==> src/rtl/stream_window_sum_pkg.sv <==
// Shared definitions for the window-sum stage and its output holding register.
// Holds the stream handshake bundle, the boolean constants and the width of
// the element counter that travels alongside every emitted window sum.
package stream_window_sum_pkg;

   localparam bit true  = 1'b1;
   localparam bit false = 1'b0;

   // Width of the per-window element count (windows are at most 255 long)
   localparam int CNT_W = 8;

   // Default element width of the upstream zip-add stream
   localparam int STREAM_W = 8;

   // Stream handshake bundle: payload plus valid/ready
   typedef struct packed {
      logic [STREAM_W-1:0] data;
      logic                valid;
      logic                ready;
   } stream_t;

endpackage

==> src/rtl/stream_out_reg.sv <==
// Single-entry output holding register for a valid/ready stream.
// A producer loads a new record whenever slot_free is high; the record is
// presented on out_data/out_valid until the consumer takes it. A load in the
// same cycle as a take overwrites the slot, so back-to-back records flow
// without a bubble.
// Ports:
//   clk, nrst        clock and synchronous active-low reset
//   load, load_data  write request and record from the producer
//   out_data         held record (keeps its value after being taken)
//   out_valid        held record is valid
//   out_ready        consumer accepts the held record
//   slot_free        a load this cycle will be stored
module stream_out_reg
   import stream_window_sum_pkg::*;
#(
   parameter int DATA_W = 24
) (
   input  logic              clk,
   input  logic              nrst,
   input  logic              load,
   input  logic [DATA_W-1:0] load_data,
   output logic [DATA_W-1:0] out_data,
   output logic              out_valid,
   input  logic              out_ready,
   output logic              slot_free
);

   logic [DATA_W-1:0] data_q, data_d;
   logic              valid_q, valid_d;

   // The slot can be written when it is empty or is being emptied this
   // cycle. A load is only honoured when the slot is free, which keeps the
   // presented record stable while the consumer is stalling.
   always_comb begin
      slot_free = !valid_q || out_ready;
      data_d    = data_q;
      valid_d   = valid_q;
      if (load && slot_free) begin
         data_d  = load_data;
         valid_d = true;
      end else if (valid_q && out_ready) begin
         valid_d = false;
      end
   end

   // Holding register; reset empties the slot and clears the payload
   always_ff @(posedge clk) begin
      if (!nrst) begin
         data_q  <= '0;
         valid_q <= false;
      end else begin
         data_q  <= data_d;
         valid_q <= valid_d;
      end
   end

   assign out_data  = data_q;
   assign out_valid = valid_q;

endmodule

==> src/rtl/stream_window_sum.sv <==
// Accumulates WINDOW consecutive elements of an unsigned input stream into a
// wider wrapping sum and emits one token per completed window, or per partial
// window when flush is pulsed. The token carries the sum and the number of
// elements it covers.
// Ports:
//   clk, nrst                       clock and synchronous active-low reset
//   sIn, sIn_valid, sIn_ready       input element stream
//   flush                           request to emit the current partial window
//   sOut, sOut_cnt                  window sum and its element count
//   sOut_valid, sOut_ready          output stream handshake
module stream_window_sum
   import stream_window_sum_pkg::*;
#(
   parameter int IN_N   = 8,
   parameter int OUT_N  = 16,
   parameter int WINDOW = 4
) (
   input  logic             clk,
   input  logic             nrst,
   input  logic [IN_N-1:0]  sIn,
   input  logic             sIn_valid,
   output logic             sIn_ready,
   input  logic             flush,
   output logic [OUT_N-1:0] sOut,
   output logic [CNT_W-1:0] sOut_cnt,
   output logic             sOut_valid,
   input  logic             sOut_ready
);

   localparam int REC_W = OUT_N + CNT_W;
   localparam logic [CNT_W-1:0] WINDOW_CNT = CNT_W'(WINDOW);

   logic [OUT_N-1:0] acc_q, acc_d;
   logic [CNT_W-1:0] cnt_q, cnt_d;
   logic             flush_pend_q, flush_pend_d;

   logic             slot_free;
   logic             accept;
   logic             flush_req;
   logic [OUT_N-1:0] sum_next;
   logic [CNT_W-1:0] cnt_next;
   logic             emit;
   logic [OUT_N-1:0] emit_sum;
   logic [CNT_W-1:0] emit_cnt;
   logic [REC_W-1:0] out_rec;

   // Window bookkeeping. Input is only taken while the output slot can
   // accept a token, so any accept is guaranteed to find room for a window
   // close or flush in the same cycle. A flush that arrives while the slot
   // is occupied is remembered and blocks input until it can be serviced,
   // so the flushed partial contains exactly the elements seen before it.
   always_comb begin
      sIn_ready    = slot_free && !flush_pend_q;
      accept       = sIn_valid && sIn_ready;
      flush_req    = flush || flush_pend_q;
      sum_next     = acc_q + OUT_N'(sIn);
      cnt_next     = cnt_q + CNT_W'(1);

      acc_d        = acc_q;
      cnt_d        = cnt_q;
      flush_pend_d = flush_pend_q;
      emit         = false;
      emit_sum     = '0;
      emit_cnt     = '0;

      if (accept) begin
         if (cnt_next == WINDOW_CNT) begin
            emit     = true;
            emit_sum = sum_next;
            emit_cnt = WINDOW_CNT;
            acc_d    = '0;
            cnt_d    = '0;
         end else begin
            acc_d = sum_next;
            cnt_d = cnt_next;
         end
      end

      // A flush after a same-cycle window close finds cnt_d already zero
      // and adds nothing; otherwise it emits the partial including any
      // element accepted this cycle.
      if (flush_req) begin
         if (slot_free) begin
            if (cnt_d != '0) begin
               emit     = true;
               emit_sum = acc_d;
               emit_cnt = cnt_d;
            end
            acc_d        = '0;
            cnt_d        = '0;
            flush_pend_d = false;
         end else begin
            flush_pend_d = true;
         end
      end
   end

   // Accumulator, element count and pending-flush state
   always_ff @(posedge clk) begin
      if (!nrst) begin
         acc_q        <= '0;
         cnt_q        <= '0;
         flush_pend_q <= false;
      end else begin
         acc_q        <= acc_d;
         cnt_q        <= cnt_d;
         flush_pend_q <= flush_pend_d;
      end
   end

   stream_out_reg #(
      .DATA_W(REC_W)
   ) u_out_reg (
      .clk       (clk),
      .nrst      (nrst),
      .load      (emit),
      .load_data ({emit_sum, emit_cnt}),
      .out_data  (out_rec),
      .out_valid (sOut_valid),
      .out_ready (sOut_ready),
      .slot_free (slot_free)
   );

   assign sOut     = out_rec[REC_W-1:CNT_W];
   assign sOut_cnt = out_rec[CNT_W-1:0];

endmodule

==> config.mk <==
export PLATFORM = sky130hd
export DESIGN_NAME = stream_window_sum
export DESIGN_NICKNAME = d
export VERILOG_FILES = /design/src/rtl/stream_window_sum_pkg.sv /design/src/rtl/stream_out_reg.sv /design/src/rtl/stream_window_sum.sv
export SDC_FILE = /design/constraint.sdc
export NUM_CORES = 1
export LEC_CHECK = 0
export BUFFER_PORTS_ARGS = -buffer_cell sky130_fd_sc_hd__buf_2
export CORE_MARGIN = 10
export CORE_UTILIZATION = 45
export CTS_CLUSTER_SIZE = 40
export DETAILED_ROUTE_END_ITERATION = 16
export GPL_ROUTABILITY_DRIVEN = 0
export PLACE_DENSITY = 0.7
export RECOVER_POWER = 50
export REMOVE_ABC_BUFFERS = 1
export SYNTH_ARGS = -nofsm -noshare
export SYNTH_HDL_FRONTEND = slang
export SYNTH_SLANG_ARGS = --single-unit
==> constraint.sdc <==
create_clock -name clk -period 5.2 [get_ports clk]
set_clock_uncertainty 0.2 [all_clocks]
set_input_delay 1.04 -clock clk [delete_from_list [all_inputs] [get_ports clk]]
set_output_delay 1.04 -clock clk [all_outputs]
set_load 0.01 [all_outputs]
# [Yosys cells after proc, flatten, opt, wreduce, memory -nomap -nowiden]
# Cells that the tools add are included.
[op_classes] add_sub_neg=2 n_eq_ne=1 muxes=26 n_reduce_logical=10
[ops] cell="16-bit 2-to-1 mux" n=9
[ops] cell="8-bit 2-to-1 mux" n=7
[ops] cell="16-bit by 8-bit adder with 16-bit output" n=1
[ops] cell="8-bit by 1-bit adder with 8-bit output (second input constant)" n=1
[ops] cell="8-bit by 3-bit equality test with 1-bit output (second input constant)" n=1
[ops] cell="1-bit 2-to-1 mux" n=8
[ops] cell="8-bit nonzero test" n=1
[ops] cell="3-bit 2-to-1 mux" n=2
[ops] cell="1-bit logical AND" n=4
[ops] cell="1-bit zero test" n=2
[ops] cell="1-bit logical OR" n=2
[ops] cell="2-bit nonzero test" n=1
[word_totals] regBits=50 inputBits=13 output_inout_bits=26 elab_cells=44

# [Logic depth before layout (Yosys ltp)]
# Gate-level depths: netlist (run 1).
[logic_depth] depth_word=11 depth_mapped=9

# [Hierarchy]
# Synthesis (run 1) repeated with hierarchy kept, for this count alone.
[unflattened] cells_unflattened=393 hier_area_um2=3249.4
[by_module_without_submodules] module="stream_window_sum" n_inst=1 cells_per_inst=284 area_per_inst_um2=2220.9
[by_module_without_submodules] module="stream_out_reg" n_inst=1 cells_per_inst=109 area_per_inst_um2=1028.5

# [Worst setup path before layout (run 1)]
# No wires, ideal clock.
[synth_path] path_kind="input -> register" startpoint="input port sIn[4]" endpoint="register u_out_reg.data_q[16], in the netlist u_out_reg.out_data[16]" setup_ps=91 arrival_ps=3001 required_time_ps=4909 path_slack_ps=1907 cell_stages=8 cell_sequence="ha_1 -> a21o_1 -> a2111oi_1 -> a21o_1 -> xnor2_1 -> nand2_1 -> and3_1 -> a311oi_1"
[synth_between] elab_chain_cells=6 elab_cells_between_ends=8 classes_between="add/sub (1); mux (7)"
[synth_rtl] item="start, declared" line="stream_window_sum.sv:20" source="input logic [IN_N-1:0] sIn,"
[synth_rtl] item="16-bit by 8-bit adder with 16-bit output (*)" line="stream_window_sum.sv:56" source="sum_next = acc_q + OUT_N'(sIn);"
[synth_rtl] item="16-bit 2-to-1 mux" line="stream_window_sum.sv:67" source="if (cnt_next == WINDOW_CNT) begin"
[synth_rtl] item="16-bit 2-to-1 mux" line="stream_window_sum.sv:66" source="if (accept) begin"
[synth_rtl] item="16-bit 2-to-1 mux" line="stream_window_sum.sv:84" source="if (cnt_d != '0) begin"
[synth_rtl] item="16-bit 2-to-1 mux" line="stream_window_sum.sv:83" source="if (slot_free) begin"
[synth_rtl] item="16-bit 2-to-1 mux (*)" line="stream_window_sum.sv:82" source="if (flush_req) begin"
[synth_rtl] item="end signal, assigned" line="stream_out_reg.sv:52" source="data_q <= data_d;"
[synth_rtl] item="end, declared" line="stream_out_reg.sv:28" source="logic [DATA_W-1:0] data_q, data_d;"
# Mark *: on every way between the ends. The rest lies on a longest branch, timed or not.
# A chain may end at the register's enable or synchronous reset.

# [Worst setup path in the final report (run 1)]
[layout_path] startpoint="input port sOut_ready" endpoint="register u_out_reg.data_q[21], in the netlist u_out_reg.out_data[21]"
[layout_between] elab_chain_cells=9 elab_cells_between_ends=15 classes_between="mux (10); reduce/logical (5)"
[layout_rtl] item="start, declared" line="stream_window_sum.sv:27" source="input logic sOut_ready"
[layout_rtl] item="1-bit logical OR (*)" line="stream_out_reg.sv:35" source="slot_free = !valid_q || out_ready;"
[layout_rtl] item="1-bit logical AND" line="stream_window_sum.sv:53" source="sIn_ready = slot_free && !flush_pend_q;"
[layout_rtl] item="1-bit logical AND" line="stream_window_sum.sv:54" source="accept = sIn_valid && sIn_ready;"
[layout_rtl] item="8-bit 2-to-1 mux" line="stream_window_sum.sv:66"
[layout_rtl] item="8-bit nonzero test" line="stream_window_sum.sv:84"
[layout_rtl] item="1-bit 2-to-1 mux" line="stream_window_sum.sv:84"
[layout_rtl] item="1-bit 2-to-1 mux" line="stream_window_sum.sv:83"
[layout_rtl] item="1-bit 2-to-1 mux" line="stream_window_sum.sv:82"
[layout_rtl] item="1-bit logical AND" line="stream_out_reg.sv:38" source="if (load && slot_free) begin"
# Marked as above.

==> flow_metrics.tcl, run 1 <==
set metrics [dict create \
    status "complete, no violations" \
    drt_iter0_drc 106 \
    cts_resized 0 \
    grt_use_total_pct 13.6 \
    fin_util_pct 51.3 \
    vias 2428 \
    diodes 0 \
    die_w_um 97.7 \
    cts_root_buffer "clkbuf_8" \
    required_ns 5.17 \
    postCtsSetupBuffers 0 \
    synthArstFlopShare_pct 0 \
    cp.depth 9 \
    syn2layout_area_growth_pct 11.1 \
    firstDrtPassIters 4 \
    ant_nets 0 \
    start_util_pct 46.2 \
    die_area_um2 9550 \
    numCtsBuffers 5 \
    critPathBufInv 2 \
    finalSetupTns_ns 0 \
    hold_class "reg -> reg" \
    synthFlopType "dfxtp_1" \
    r2r_slack_ns 1.98 \
    grt_pass1_wl_um 11300 \
    crit_path_start "sOut_ready" \
    first_global_vias 2416 \
    syn_area_per_cell_um2 8.36 \
    worst_pin_slew_ns 0.818 \
    clkSlewWorstSetupHoldPaths_ns 0.09 \
    finalNetCount 381 \
    grt_max_degree 25 \
    rsz0062_at_grt "false" \
    critPathTopFamily "compound AO/OA/AOI/OAI gates" \
    ys_warn_count 0 \
    p_leak_nw 1.10 \
    seq_area_frac_synth_pct 36.8 \
    layout-drive-gt1-share_pct 8.36 \
    io_pins 39 \
    dp_cells 426 \
    crit_arrival_ns 3.68 \
    synth-edff-count 0 \
    drc 0 \
    finalCritPeriodShare_pct 71.3 \
    synth.distinct_cells 56 \
    critPathLaunchType "primary input" \
    fmaxAchievable_mhz 270 \
    fin_crit_ns 3.71 \
    core-area_um2 5890 \
    setup_violations 0 \
    h-tree-depth 2 \
    clk_path_buf_depth 2 \
    routedWlPerCell_um 15.5 \
    dp_hpwl_um 4910 \
    crit_slowest_cell "o31ai_4" \
    stdcell_count 434 \
    clock-sinks 50 \
    finalHoldViolCount 0 \
    cts_tree "done" \
    hold_buffers 0 \
    clock_latency_ns 0.31 \
    r2r-end "u_out_reg.out_data[21]" \
    max_stage_delay_ns 0.65 \
    max_cap_violations 0 \
    relSlewSlack_pct 45.3 \
    synth_cells 325 \
    slew_violations 0 \
    peakVddDrop_mv 0.172 \
    reg2reg_depth 8 \
    viasPerCell 5.59 \
    path_max_fanout 18 \
    ys_ff_latch 50 \
    fillers 600 \
    setup.worst_path.end_class "flip-flop" \
    worstReg2RegStart "flush_pend_q" \
    antenna_found_initial 0 \
    synth_area_um2 2720 \
    cp-endpoint "u_out_reg.out_data[21]" \
    gr-total-overflow 0 \
    routed_wl_um 6720 \
    worstPathCellList "buf_2 > nand2b_1 > nand2_1 > nor3_1 > a31oi_1 > o31ai_4 > buf_4 > a21boi_0 > a221oi_2" \
    die-height_um 97.7 \
    critPathKind "in -> reg" \
    p_per_area_nw_per_um2 268 \
    rows 28 \
    portBuffers 38 \
]
[cell usage in the layout, fill, tap and decap left out, types with 10 or more instances in the layout]
| cell | synthesis | routed |
|---|---|---|
| clkbuf_1 | 10 | 28 |
| o21ai_0 | 10 | 10 |
| dfxtp_1 | 50 | 50 |
| nand2_1 | 49 | 49 |
| a211oi_1 | 11 | 11 |
| nor2_1 | 40 | 40 |
| xnor2_1 | 15 | 15 |
| a21oi_1 | 19 | 19 |
| buf_2 | 1 | 11 |
[per-layer routing]
layer  vias to the layer above  GRT usage, %  routed length [um]
met3                         4          3.63                 292
met1                      1145          16.0                2960
li1                       1238             -                   -
met5                         -             0                   0
met2                        41          24.6                3440
met4                         0          1.90                  27
[tightest hold or removal path: stages (launching register included)]
cell and delay (ns):
dfxtp_1 0.33, nand2_1 0.05, o21ai_1 0.05
[synthesized netlist by cell type, types with 2 or more instances]
library cell  count  share of area [%]
o22ai_1           6                1.4
xnor2_1          15                4.8
nor4_1            4               0.92
nor2b_1           5                1.2
a21o_1            4                1.1
o31ai_1           3               0.83
a21boi_0          2               0.55
a22oi_1           7                1.9
mux2_2            2               0.83
o21ai_1           2               0.37
ha_1              9                4.1
nor3_1            7                1.3
clkbuf_1         10                1.4
o2111ai_1         3               0.97
and4_1            3               0.97
nand3_1           5               0.92
and2_1            2               0.46
a311oi_1          2               0.64
nor2_1           40                5.5
a211oi_1         11                3.0
nand4_1           2               0.46
o21ai_0          10                1.8
xor2_1            7                2.3
dfxtp_1          50                 37
buf_6             3                1.2
a31oi_1           5                1.2
and3_1            9                2.1
mux2i_1           2               0.74
a21oi_1          19                3.5
a221oi_2          2                1.1
nand2_1          49                6.8
[state kept, by name (all words and copies together), names as in the netlist]
register and flops:
flush_pend_q 1, u_out_reg.out_data 24, u_out_reg.out_valid 1, acc_q 16, cnt_q 8
[power breakdown]
group          switching (W)  total (W)  internal [W]
registers         0.00000924   0.000407      0.000398
logic              0.0000816   0.000130     0.0000481
clock network       0.000130   0.000274      0.000144
total               0.000221   0.000810      0.000589
[layout make-up]
type | instances | area, um2 | area share, %
flip-flops and latches | 50 | 1000 | 33.2
clock inverters | 2 | 37.5 | 1.24
multi-input cells | 257 | 1620 | 53.8
inverters | 3 | 11.3 | 0.373
clock buffers | 6 | 72.6 | 2.40
repair buffers | 41 | 179 | 5.93
well taps | 75 | 93.8 | 3.11
[cell families (layout without fill, tap and decap cells)]
kind of cell	Yosys count	in the layout	synth area share (%)
simple gates	134	134	23.8
fa+ha+maj	10	10	4.88
buf+inv	18	52	3.41
flops	50	50	36.8
compound gates	87	87	22.5
xor+xnor	22	22	7.09
mux	4	4	1.57
[how the worst min path moves through the flow]
stage | from | cells after the start | to | slack, ns
after global routing | u_out_reg.out_data[3] | 2 | u_out_reg.out_data[3] | 0.29
after detailed placement | u_out_reg.out_data[3] | 2 | u_out_reg.out_data[3] | 0.25
final | u_out_reg.out_data[3] | 2 | u_out_reg.out_data[3] | 0.27
after global placement | u_out_reg.out_data[3] | 2 | u_out_reg.out_data[3] | 0.24
after CTS | u_out_reg.out_data[3] | 2 | u_out_reg.out_data[3] | 0.26
after floorplan | u_out_reg.out_data[3] | 2 | u_out_reg.out_data[3] | 0.27
[through the flow]
| stage | hold WS (ns) | setup slack [ns] | power, W | area, um2 |
|---|---|---|---|---|
| final | 0.267 | 1.49 | 0.000810 | 3020 |
| after global placement | 0.242 | 1.35 | 0.000546 | 2940 |
| after CTS | 0.263 | 1.51 | 0.000822 | 3050 |
| after detailed placement | 0.247 | 1.18 | 0.000549 | 2940 |
| after global routing | 0.293 | 1.18 | 0.000851 | 3020 |
| after floorplan | 0.273 | 1.84 | 0.000504 | 2640 |
(Power assumes the default switching activity.)
==> inputs of run 2 (changes only) <==
--- a/config.mk
+++ b/config.mk
@@ -5,13 +5,14 @@
 export SDC_FILE = /design/constraint.sdc
 export NUM_CORES = 1
 export LEC_CHECK = 0
+export ABC_AREA = 1
 export BUFFER_PORTS_ARGS = -buffer_cell sky130_fd_sc_hd__buf_2
 export CORE_MARGIN = 10
 export CORE_UTILIZATION = 45
 export CTS_CLUSTER_SIZE = 40
 export DETAILED_ROUTE_END_ITERATION = 16
 export GPL_ROUTABILITY_DRIVEN = 0
-export PLACE_DENSITY = 0.7
+export PLACE_DENSITY = 0.72
 export RECOVER_POWER = 50
 export REMOVE_ABC_BUFFERS = 1
 export SYNTH_ARGS = -nofsm -noshare
==> constraint.sdc (replaced) <==
create_clock -name clk -period 3.3 [get_ports clk]
set_clock_uncertainty 0.2 [all_clocks]
set_input_delay 0.66 -clock clk [delete_from_list [all_inputs] [get_ports clk]]
set_output_delay 0.66 -clock clk [all_outputs]
set_load 0.01 [all_outputs]
==> flow_metrics.tcl, run 2 <==
set metrics [dict create \
    use_met3_pct 3.69 \
    setup.worst_path.end_class "flip-flop" \
    synth.distinct_cells 38 \
    holdPathStages 2 \
    synth_compound_area_share_pct 10.2 \
    worstReg2RegStart "cnt_q[0]" \
    critPathLaunchType "primary input" \
    hold_class "reg -> reg" \
    grt_pass1_wl_um 13100 \
    fin_util_pct 50.9 \
    hold_buffers 0 \
    clock_latency_ns 0.31 \
    seq_area_frac_synth_pct 32.4 \
    grt_busiest_layer "met2" \
    antenna_found_initial 0 \
    final_common_cell "nand2_1" \
    status "complete, no violations" \
    critPathKind "in -> reg" \
    synth_fa_ha_area_share_pct 4.29 \
    clk_path_buf_depth 2 \
    dp_cells 583 \
    relSlewSlack_pct 44.8 \
    syn_area_per_cell_um2 6.52 \
    syn2layout_area_growth_pct 10.7 \
    cts_resized 0 \
    worstHoldStart "u_out_reg.out_data[0]" \
    drt_iter0_drc 115 \
    diodes 0 \
    ys_ff_latch 50 \
    r2r-end "u_out_reg.out_data[5]" \
    ys_warn_count 0 \
    dp_hpwl_um 5860 \
    synth_top_family_by_area "simple AND/OR/NAND/NOR gates" \
    rsz0062_at_grt "false" \
    r2r_slack_ns 0.64 \
    viasPerCell 5.07 \
    reg2reg_depth 15 \
    fin_area_um2 3420 \
    finalCritPeriodShare_pct 82.2 \
    max_cap_violations 0 \
    grt_use_total_pct 15.3 \
    p_per_area_nw_per_um2 424 \
    path_max_fanout 28 \
    finalNetCount 533 \
    met1_usage_pct 18.5 \
    stdcell_count 591 \
    fin_crit_ns 2.71 \
    dpl-instance-area_um2 3350 \
    yosysMostFrequentCell "nand2_1" \
    synth_cells 474 \
    routedWlPerCell_um 13.2 \
    first_global_vias 2894 \
    rows 30 \
    firstDrtPassIters 5 \
    synth_mux_area_share_pct 0 \
    die_area_um2 10600 \
    grt_max_degree 30 \
    worst_pin_slew_ns 0.826 \
    p_leak_nw 1.58 \
    largest_reg_flops 24 \
    gr-total-overflow 0 \
    io_pins 39 \
    cts_root_buffer "clkbuf_8" \
    hold_end "u_out_reg.out_data[0]" \
    h-tree-depth 2 \
    use_met2_pct 26.1 \
    crit_slowest_cell "inv_1" \
    yosys-top-cells-count "109 x nand2_1, 69 x inv_1, 68 x nor2_1" \
    synth_top_cell_area_share_pct 32.4 \
    finalSetupTns_ns 0 \
    critPathBufInv 4 \
    routed_wl_um 7780 \
    finalHoldViolCount 0 \
    fmaxAchievable_mhz 369 \
    synth_top_area_cell "dfxtp_1" \
    die-height_um 103 \
    drc 0 \
    synth_xor_area_share_pct 3.12 \
    clock-sinks 50 \
    die_w_um 103 \
    postCtsSetupBuffers 0 \
    slew_violations 0 \
    synthArstFlopShare_pct 0 \
    synthFlopType "dfxtp_1" \
    synth-edff-count 0 \
    layout-drive-gt1-share_pct 9.00 \
    layout_common_cells "110 x nand2_1, 69 x inv_1, 68 x nor2_1, 50 x dfxtp_1, 42 x nand3_1" \
    cts_tree "done" \
    critPathTopFamily "simple AND/OR/NAND/NOR gates" \
    synth_area_um2 3090 \
    portBuffers 38 \
    max_stage_delay_ns 0.29 \
    peakVddDrop_mv 0.257 \
    worstPathCellList "buf_2 > inv_1 > nand2_1 > nand3_2 > inv_1 > buf_4 > nand3_2 > nand2_1 > nand3_4 > nand2_8 > nand2_4 > nor2_2 > nor2_1 > nor2_1" \
    setup_violations 0 \
    ant_nets 0 \
    crit_arrival_ns 2.77 \
    numCtsBuffers 5 \
    start_util_pct 46.0 \
    vias 2997 \
    fillers 698 \
    core-area_um2 6720 \
    clkSlewWorstSetupHoldPaths_ns 0.09 \
    yosys.area_share.simple_pct 39.0 \
    required_ns 3.36 \
    ys_top_cells_by_area "dfxtp_1 32%, nand2_1 13%, inv_1 8.4%" \
]
[run 2: cell types whose count changed after synthesis, moves of 11 or more]
cell	previous run	this run
nand3_1	5	42
xnor2_1	15	1
nor2_1	40	68
a211oi_1	11	0
inv_1	1	69
nand2_1	49	109
[run 2: area by class of cell]
| type | instances | area, um2 | share of cell area (%) |
|---|---|---|---|
| inverter | 70 | 263 | 7.68 |
| clock inverter | 2 | 37.5 | 1.10 |
| sequential | 50 | 1000 | 29.2 |
| clock buffer | 6 | 72.6 | 2.12 |
| tap | 80 | 100 | 2.92 |
| multi-input combinational | 339 | 1750 | 51.0 |
| timing repair buffer | 44 | 203 | 5.92 |
[run 2: cell families after synthesis]
logic type	count (synthesis)
DFF	50
and+or+nand+nor	262
adders and majority gates	10
AOI/OAI and AO/OA	56
xor gates and xnor gates	11
buffers and inverters	85
[run 2: power breakdown]
group / total [W] / internal (W) / switching [W]
Combinational: 0.000343 / 0.000116 / 0.000227
Clock: 0.000443 / 0.000227 / 0.000216
Sequential: 0.000667 / 0.000644 / 0.0000231
Total: 0.00145 / 0.000986 / 0.000466
[run 2: tightest hold or removal path, stage by stage (launching register included)]
cell	delay, ns
dfxtp_1	0.32
nand2_1	0.06
nand2_1	0.04
[run 2: worst max-delay path by stage]
stage                     depth (start not counted)        from                     end  slack (ns)
after global placement                           13      sIn[0]  u_out_reg.out_data[18]        0.38
after floorplan                                  12  sOut_ready   u_out_reg.out_data[3]        0.21
after CTS                                        15    cnt_q[0]   u_out_reg.out_data[5]        0.65
after global routing                             14  sOut_ready   u_out_reg.out_data[7]        0.34
final                                            14  sOut_ready   u_out_reg.out_data[5]        0.59
after detailed placement                         16  sOut_ready   u_out_reg.out_data[5]        0.35
[run 2: per-stage QoR]
stage               power (W)  hold slack (ns)  setup slack (ns)
global route          0.00154            0.288             0.343
floorplan            0.000916            0.269             0.206
global placement      0.00102            0.229             0.378
detailed placement    0.00103            0.239             0.348
finish                0.00145            0.258             0.587
CTS                   0.00147            0.258             0.650
[run 2: routing by layer]
metal | part of all wire, % | vias to the layer above | wire (um)
met3 | 3.7 | 14 | 290
met4 | 1.9 | 0 | 149
li1 | - | 1572 | -
met5 | 0 | - | 0
met2 | 48 | 44 | 3740
met1 | 46 | 1367 | 3600
